File: config.mk
export PLATFORM = sky130hd
export DESIGN_NAME = d_ff_pipe
export DESIGN_NICKNAME = d
export VERILOG_FILES = /design/src/rtl/d_ff_pipe.sv
export SDC_FILE = /design/constraint.sdc
export NUM_CORES = 1
export LEC_CHECK = 0
export CORE_MARGIN = 2
export CORE_UTILIZATION = 56
export CTS_CLUSTER_DIAMETER = 150
export DETAILED_ROUTE_END_ITERATION = 12
export GPL_ROUTABILITY_DRIVEN = 0
export PLACE_DENSITY = 0.83
export SLEW_MARGIN = 10
export SYNTH_ARGS = -nofsm -noshare
export SYNTH_HDL_FRONTEND = slang
export SYNTH_SLANG_ARGS = --single-unit
File: constraint.sdc
create_clock -name clk -period 3.48 [get_ports clk]
set_input_delay 0.696 -clock clk [delete_from_list [all_inputs] [get_ports clk]]
set_output_delay 0.696 -clock clk [all_outputs]
set_load 0.005 [all_outputs]
File: src/rtl/d_ff_pipe.sv
// Enable-gated shift pipeline of DEPTH data/valid stages with a registered occupancy count.
// Optional synchronous flush of valid bits and count when D_FF_PIPE_FLUSH_EN is defined.
module d_ff_pipe #(
  parameter int WIDTH = 8,
  parameter int DEPTH = 4,
  localparam int CW = $clog2(DEPTH + 1)
) (
  input  logic             clk,
  input  logic             rst_n,
  input  logic             en,
  input  logic [WIDTH-1:0] d,
  input  logic             d_valid,
`ifdef D_FF_PIPE_FLUSH_EN
  input  logic             flush,
`endif
  output logic [WIDTH-1:0] q,
  output logic             q_valid,
  output logic [CW-1:0]    count,
  output logic             full
);

  logic [WIDTH-1:0] data_q  [DEPTH];
  logic             valid_q [DEPTH];
  logic [CW-1:0]    count_q;
  logic [CW-1:0]    count_d;
  logic             shift_en;
  logic             clear_valid;

`ifdef D_FF_PIPE_FLUSH_EN
  // Flush wins over en: no shift and no capture of d_valid on a flush edge.
  assign clear_valid = flush;
  assign shift_en    = en & ~flush;
`else
  assign clear_valid = 1'b0;
  assign shift_en    = en;
`endif

  // One valid enters, the oldest leaves; modulo arithmetic nets out correctly at DEPTH.
  always_comb begin
    count_d = count_q + CW'(d_valid) - CW'(valid_q[DEPTH-1]);
  end

  always_ff @(posedge clk or negedge rst_n) begin
    if (!rst_n) begin
      for (int i = 0; i < DEPTH; i++) begin
        data_q[i]  <= '0;
        valid_q[i] <= 1'b0;
      end
      count_q <= '0;
    end else if (clear_valid) begin
      for (int i = 0; i < DEPTH; i++) begin
        valid_q[i] <= 1'b0;
      end
      count_q <= '0;
    end else if (shift_en) begin
      data_q[0]  <= d;
      valid_q[0] <= d_valid;
      for (int i = 1; i < DEPTH; i++) begin
        data_q[i]  <= data_q[i-1];
        valid_q[i] <= valid_q[i-1];
      end
      count_q <= count_d;
    end
  end

  assign q       = data_q[DEPTH-1];
  assign q_valid = valid_q[DEPTH-1];
  assign count   = count_q;
  assign full    = (count_q == CW'(DEPTH));

endmodule

==> metrics.txt, run 1 <==
total power 1.09 mW; Power Dens Cells 606 nW/um2; die width 57.3 um; cell area after layout 1810 um2; CTS resizes 0; CP max FO 4; placed cell area 1760 um2; xor and xnor fraction of the mapped netlist area 1.10%; status finished clean; Post-CTS Setup Bufs 0; Worst Clk Skew 0.0123 ns; H-Tree Level Count 2; DIE AREA 3290 um2; Critical Path Start Type flip-flop; unrepaired setup endpoints after global routing no; Port Buf Inserts 24; clock sink count 39; compound-cell area share of the yosys netlist 0.314%; vias in the first global route 830; clk slew on worst S/H paths 0.10 ns; Max-Cap Viols 0; # IOs 25; Hold/Removal Path Class primary input to async pin; Routed WL per cell 13.5 um; max_slew headroom 45.0%; Residual DRC 0; crit end category primary output; TritonRoute pass-1 iters 4; Slew @ Worst Pin 0.825 ns; Final Critical Period 2.20 ns; worst skew pair latency 0.33 ns; largest net degree at the start of global routing 41; Synth Area per Inst 15.8 um2; antenna diode count 0; mux share of post-synthesis cell area 26.1%; Row Count 19; Post-Synth Adder-Cell Area 2.83%; Synth Warn # 0; Post-Layout Cell Count 152; Fillers 224; most common cell after layout, fill and taps aside dfrtp_1; gr usage total 15.0%; gr ovfl total 0; post-synth cell types 13; Routed Antenna Nets 0; Iter 0 DRT Violations 12; Post-CTS Hold Buffers 0; Max Clock Freq 0.454 GHz; Post-Synthesis Cells 101; final net count 135; half-perimeter wire length after placement 1420 um; Max clock buf depth 2; Peak VDD IR 0.000393 V; Post-Route WL 2060 um; TritonCTS Buffers 5; Core ar. 2730 um2; register area share after synthesis 61.3%; placed cell count 144; period utilisation layout 63.3%; most frequent cells in the layout dfrtp_1, mux2_2, clkdlybuf4s50_1, clkbuf_4, inv_1; setup tns final 0 ns; Final setup viols 0; CP Class flip-flop to primary output; Synth Net Count 116; Layout area overhead 13.4%; worst path arrival time 1.51 ns; die height 57.3 um; initial antenna violation count 0; critical path data required time 2.78 ns; post-DR vias/cell 5.36; Root Driver clkbuf_4; CTS tree done; Initial Util 58.3%; Hold Vio Cnt, Final 0; first-pass GRT wire length 3590 um; synthesized area 1590 um2; total number of vias 815; Max Slew Vio Count 0; register area 976 um2; area of the multi-input gates 497 um2; R2R depth 8; Lkg Pwr 0.788 nW; share of cells above drive strength 1 36.4%; register bit total from synthesis 39; simple-gate share of the synthesized area 0.864%; largest family of logic cells by synthesized area multiplexers
power breakdown:
part           switching [mW]  leakage (nW)  internal (mW)  total, mW
combinational          0.0999         0.300          0.190      0.290
sequential             0.0522         0.458          0.544      0.596
clock                   0.130        0.0293         0.0788      0.208
total                   0.282         0.788          0.813       1.09
cell type report:
type | instances | share of cell area (%)
inverter | 4 | 0.831
clock inverter | 1 | 0.277
clock buffer | 7 | 2.49
tap | 31 | 2.15
multi-input combinational | 46 | 27.5
sequential | 39 | 54.0
timing repair buffer | 24 | 12.7
sequential cells by signal, indices dropped and copies added, names as in the netlist:
name,count
valid_q,3
count,3
q,8
data_q,24
q_valid,1
cell families after synthesis:
group / Yosys count
compound gates: 1
xor+xnor: 2
fa+ha+maj: 3
buf+inv: 16
flops: 39
mux: 37
simple gates: 3
routing by layer:
layer  part of all wire [%]  up-vias  GRT usage [%]
met3                    5.1        5           5.44
met5                      0        -              0
met1                     43      415           18.2
met4                    1.8        0           7.97
met2                     50       19           23.5
li1                       -      376              -
path summary, 6_finish.rpt:
| kind | slack [ns] | end | startpoint |
|---|---|---|---|
| setup reg to reg | 1.67 | count[2]$_DFFE_PN0P_ | q_valid$_DFFE_PN0P_ |
| hold reg to reg | 0.50 | data_q[8]$_DFFE_PN0P_ | data_q[16]$_DFFE_PN0P_ |
| hold / removal | 0.45 | data_q[29]$_DFFE_PN0P_ | rst_n |
| setup / recovery | 1.28 | full | count[1]$_DFFE_PN0P_ |
| min in group clk | 0.50 | data_q[8]$_DFFE_PN0P_ | data_q[16]$_DFFE_PN0P_ |
| max in group asynchronous | 2.51 | data_q[16]$_DFFE_PN0P_ | rst_n |
synthesized netlist by cell type (all sizes together):
cell	instances	share of area (%)
mux2i	1	0.63
buf	12	6.6
inv	4	0.94
mux2	36	25
xnor2	1	0.55
nand2	2	0.47
and3	1	0.39
o21ai	1	0.31
xor2	1	0.55
ha	2	1.6
dfrtp	39	61
fa	1	1.3
metrics by stage:
step                      utilization [%]  hold slack, ns  worst slack (ns)
final                                66.1           0.453              1.28
after global routing                 66.1           0.514              1.21
after CTS                            66.1           0.468              1.25
after detailed placement             64.3           0.491              1.19
after global placement               64.3           0.477              1.26
after floorplan                         -           0.400              1.78
worst max-delay path, cell delays in order, from the launching register on:
cell and delay [ns]:
dfrtp_1 0.45, inv_1 0.10, and3_1 0.14, clkdlybuf4s50_1 0.49
(Power assumes the default switching activity.)
==> run 2: changes to the inputs <==
Settings changed: CORE_UTILIZATION 56 to 52, PLACE_DENSITY 0.83 to 0.78.
Clock period 3.48 ns to 2.2 ns, I/O delays scaled along.
==> metrics.txt, run 2 (synthesis results as in run 1) <==
placed cell area 1770 um2 (was 1760 um2); Most flops, register data_q (unchanged); Slew @ Worst Pin 0.822 ns (was 0.825 ns); Layout area overhead 13.5% (was 13.4%); Row Count 20 (was 19); TritonRoute pass-1 iters 4 (unchanged); Max Clock Freq 0.517 GHz; gr usage total 14.4% (was 15.0%); area of the multi-input gates 497 um2 (unchanged); initial antenna violation count 0 (unchanged); H-Tree Level Count 2 (unchanged); Max-Cap Viols 0 (unchanged); worst path arrival time 1.49 ns (was 1.51 ns); gr ovfl total 0 (unchanged); status finished clean (unchanged); DIE AREA 3520 um2 (was 3290 um2); Final setup viols 0 (unchanged); CP Class flip-flop to primary output (unchanged); die height 59.3 um (was 57.3 um); Post-Place Worst Slack 0.202 ns (was 1.19 ns); die width 59.3 um (was 57.3 um); placed cell count 147 (was 144); most frequent cells in the layout dfrtp_1, mux2_2, clkdlybuf4s50_1, clkbuf_4, inv_1 (unchanged); worst-path cell chain inv_1, and3_1, clkdlybuf4s50_1 (unchanged); # IOs 25 (unchanged); register area 976 um2 (unchanged); CP max stage delay 0.49 ns (about the same); max reg flops 24 (unchanged); Peak VDD IR 0.000554 V (was 0.000393 V); R2R depth 8 (unchanged); total power 1.71 mW (was 1.09 mW); Hold Vio Cnt, Final 0 (unchanged); first-pass GRT wire length 3660 um (was 3590 um); Post-CTS Setup Bufs 0 (unchanged); Root Driver clkbuf_4 (unchanged); Port Buf Inserts 24 (unchanged); TritonCTS Buffers 5 (unchanged); Residual DRC 0 (unchanged); CP max FO 4 (unchanged); most common cell after layout, fill and taps aside dfrtp_1 (unchanged); max_slew headroom 45.2% (was 45.0%); Routed Antenna Nets 0 (unchanged); Final Critical Period 1.93 ns; period utilisation layout 87.9%; Worst Clk Skew 0.00521 ns (was 0.0123 ns); half-perimeter wire length after placement 1380 um (was 1420 um); largest net degree at the start of global routing 41 (unchanged); Fillers 244 (was 224); CTS resizes 0 (unchanged); CTS tree done (unchanged); Post-Route WL 2040 um (was 2060 um); setup tns final 0 ns (unchanged); final net count 136 (was 135); share of cells above drive strength 1 36.7% (was 36.4%); vias in the first global route 863 (was 830); Max clock buf depth 2 (unchanged); antenna diode count 0 (unchanged); Max Slew Vio Count 0 (unchanged); Iter 0 DRT Violations 13 (was 12); Post-Layout Cell Count 153 (was 152); unrepaired setup endpoints after global routing no (unchanged); Routed WL per cell 13.3 um (was 13.5 um); Lkg Pwr 0.788 nW (about the same); CP max stage cell clkdlybuf4s50_1 (unchanged); Core ar. 2980 um2 (was 2730 um2); Power Dens Cells 946 nW/um2 (was 606 nW/um2); crit end category primary output (unchanged); clock sink count 39 (unchanged); cell area after layout 1810 um2 (about the same); worst setup margin 0.265 ns (was 1.28 ns); Hold/Removal Path Class primary input to async pin (unchanged); Initial Util 53.5% (was 58.3%); Critical Path Start Type flip-flop (unchanged); Post-CTS Hold Buffers 0 (unchanged); worst skew pair latency 0.32 ns (was 0.33 ns); post-DR vias/cell 5.16 (was 5.36); critical path data required time 1.76 ns (was 2.78 ns); clk slew on worst S/H paths 0.10 ns (about the same); total number of vias 789 (was 815)
==> run 2: cell type report <==
type | count | share of cell area (%)
sequential | 39 | 54.0
timing repair buffer | 25 | 13.1
inverter | 4 | 0.830
clock buffer | 6 | 2.28
tap | 33 | 2.28
multi-input combinational | 46 | 27.5
==> run 2: stage by stage <==
step	hold slack, ns	utilization, %
CTS	0.217	60.7
detailed placement	0.488	59.3
floorplan	0.144	-
global route	0.256	60.7
finish	0.207	60.7
global placement	0.475	59.3
==> run 2: report_power, final <==
group / internal, mW / leakage (nW) / switching, mW / total (mW)
logic: 0.302 / 0.305 / 0.161 / 0.463
clock network: 0.114 / 0.0242 / 0.190 / 0.304
registers: 0.860 / 0.458 / 0.0836 / 0.944
==> run 2: worst paths after layout <==
check | start | endpoint | slack (ns)
max in group asynchronous | rst_n | data_q[27]$_DFFE_PN0P_ | 1.47
min | rst_n | q[5]$_DFFE_PN0P_ | 0.21
min in group clk | data_q[25]$_DFFE_PN0P_ | data_q[17]$_DFFE_PN0P_ | 0.51
max | count[1]$_DFFE_PN0P_ | full | 0.27
min reg2reg | data_q[25]$_DFFE_PN0P_ | data_q[17]$_DFFE_PN0P_ | 0.51
max reg2reg | q_valid$_DFFE_PN0P_ | count[2]$_DFFE_PN0P_ | 0.38
==> run 2: per-layer routing <==
metal  share of wire, %  GRT usage, %
met5                  0             0
met1                 43          15.9
met2                 50          25.0
met3                5.5          4.15
met4                1.4          7.79
==> run 2: worst max-delay path: cells and delay by family (launching register included) <==
kind                   cells  cell delay (ns)
AND/OR/NAND/NOR            1             0.14
flip-flops                 1             0.45
buffers and inverters      2             0.58
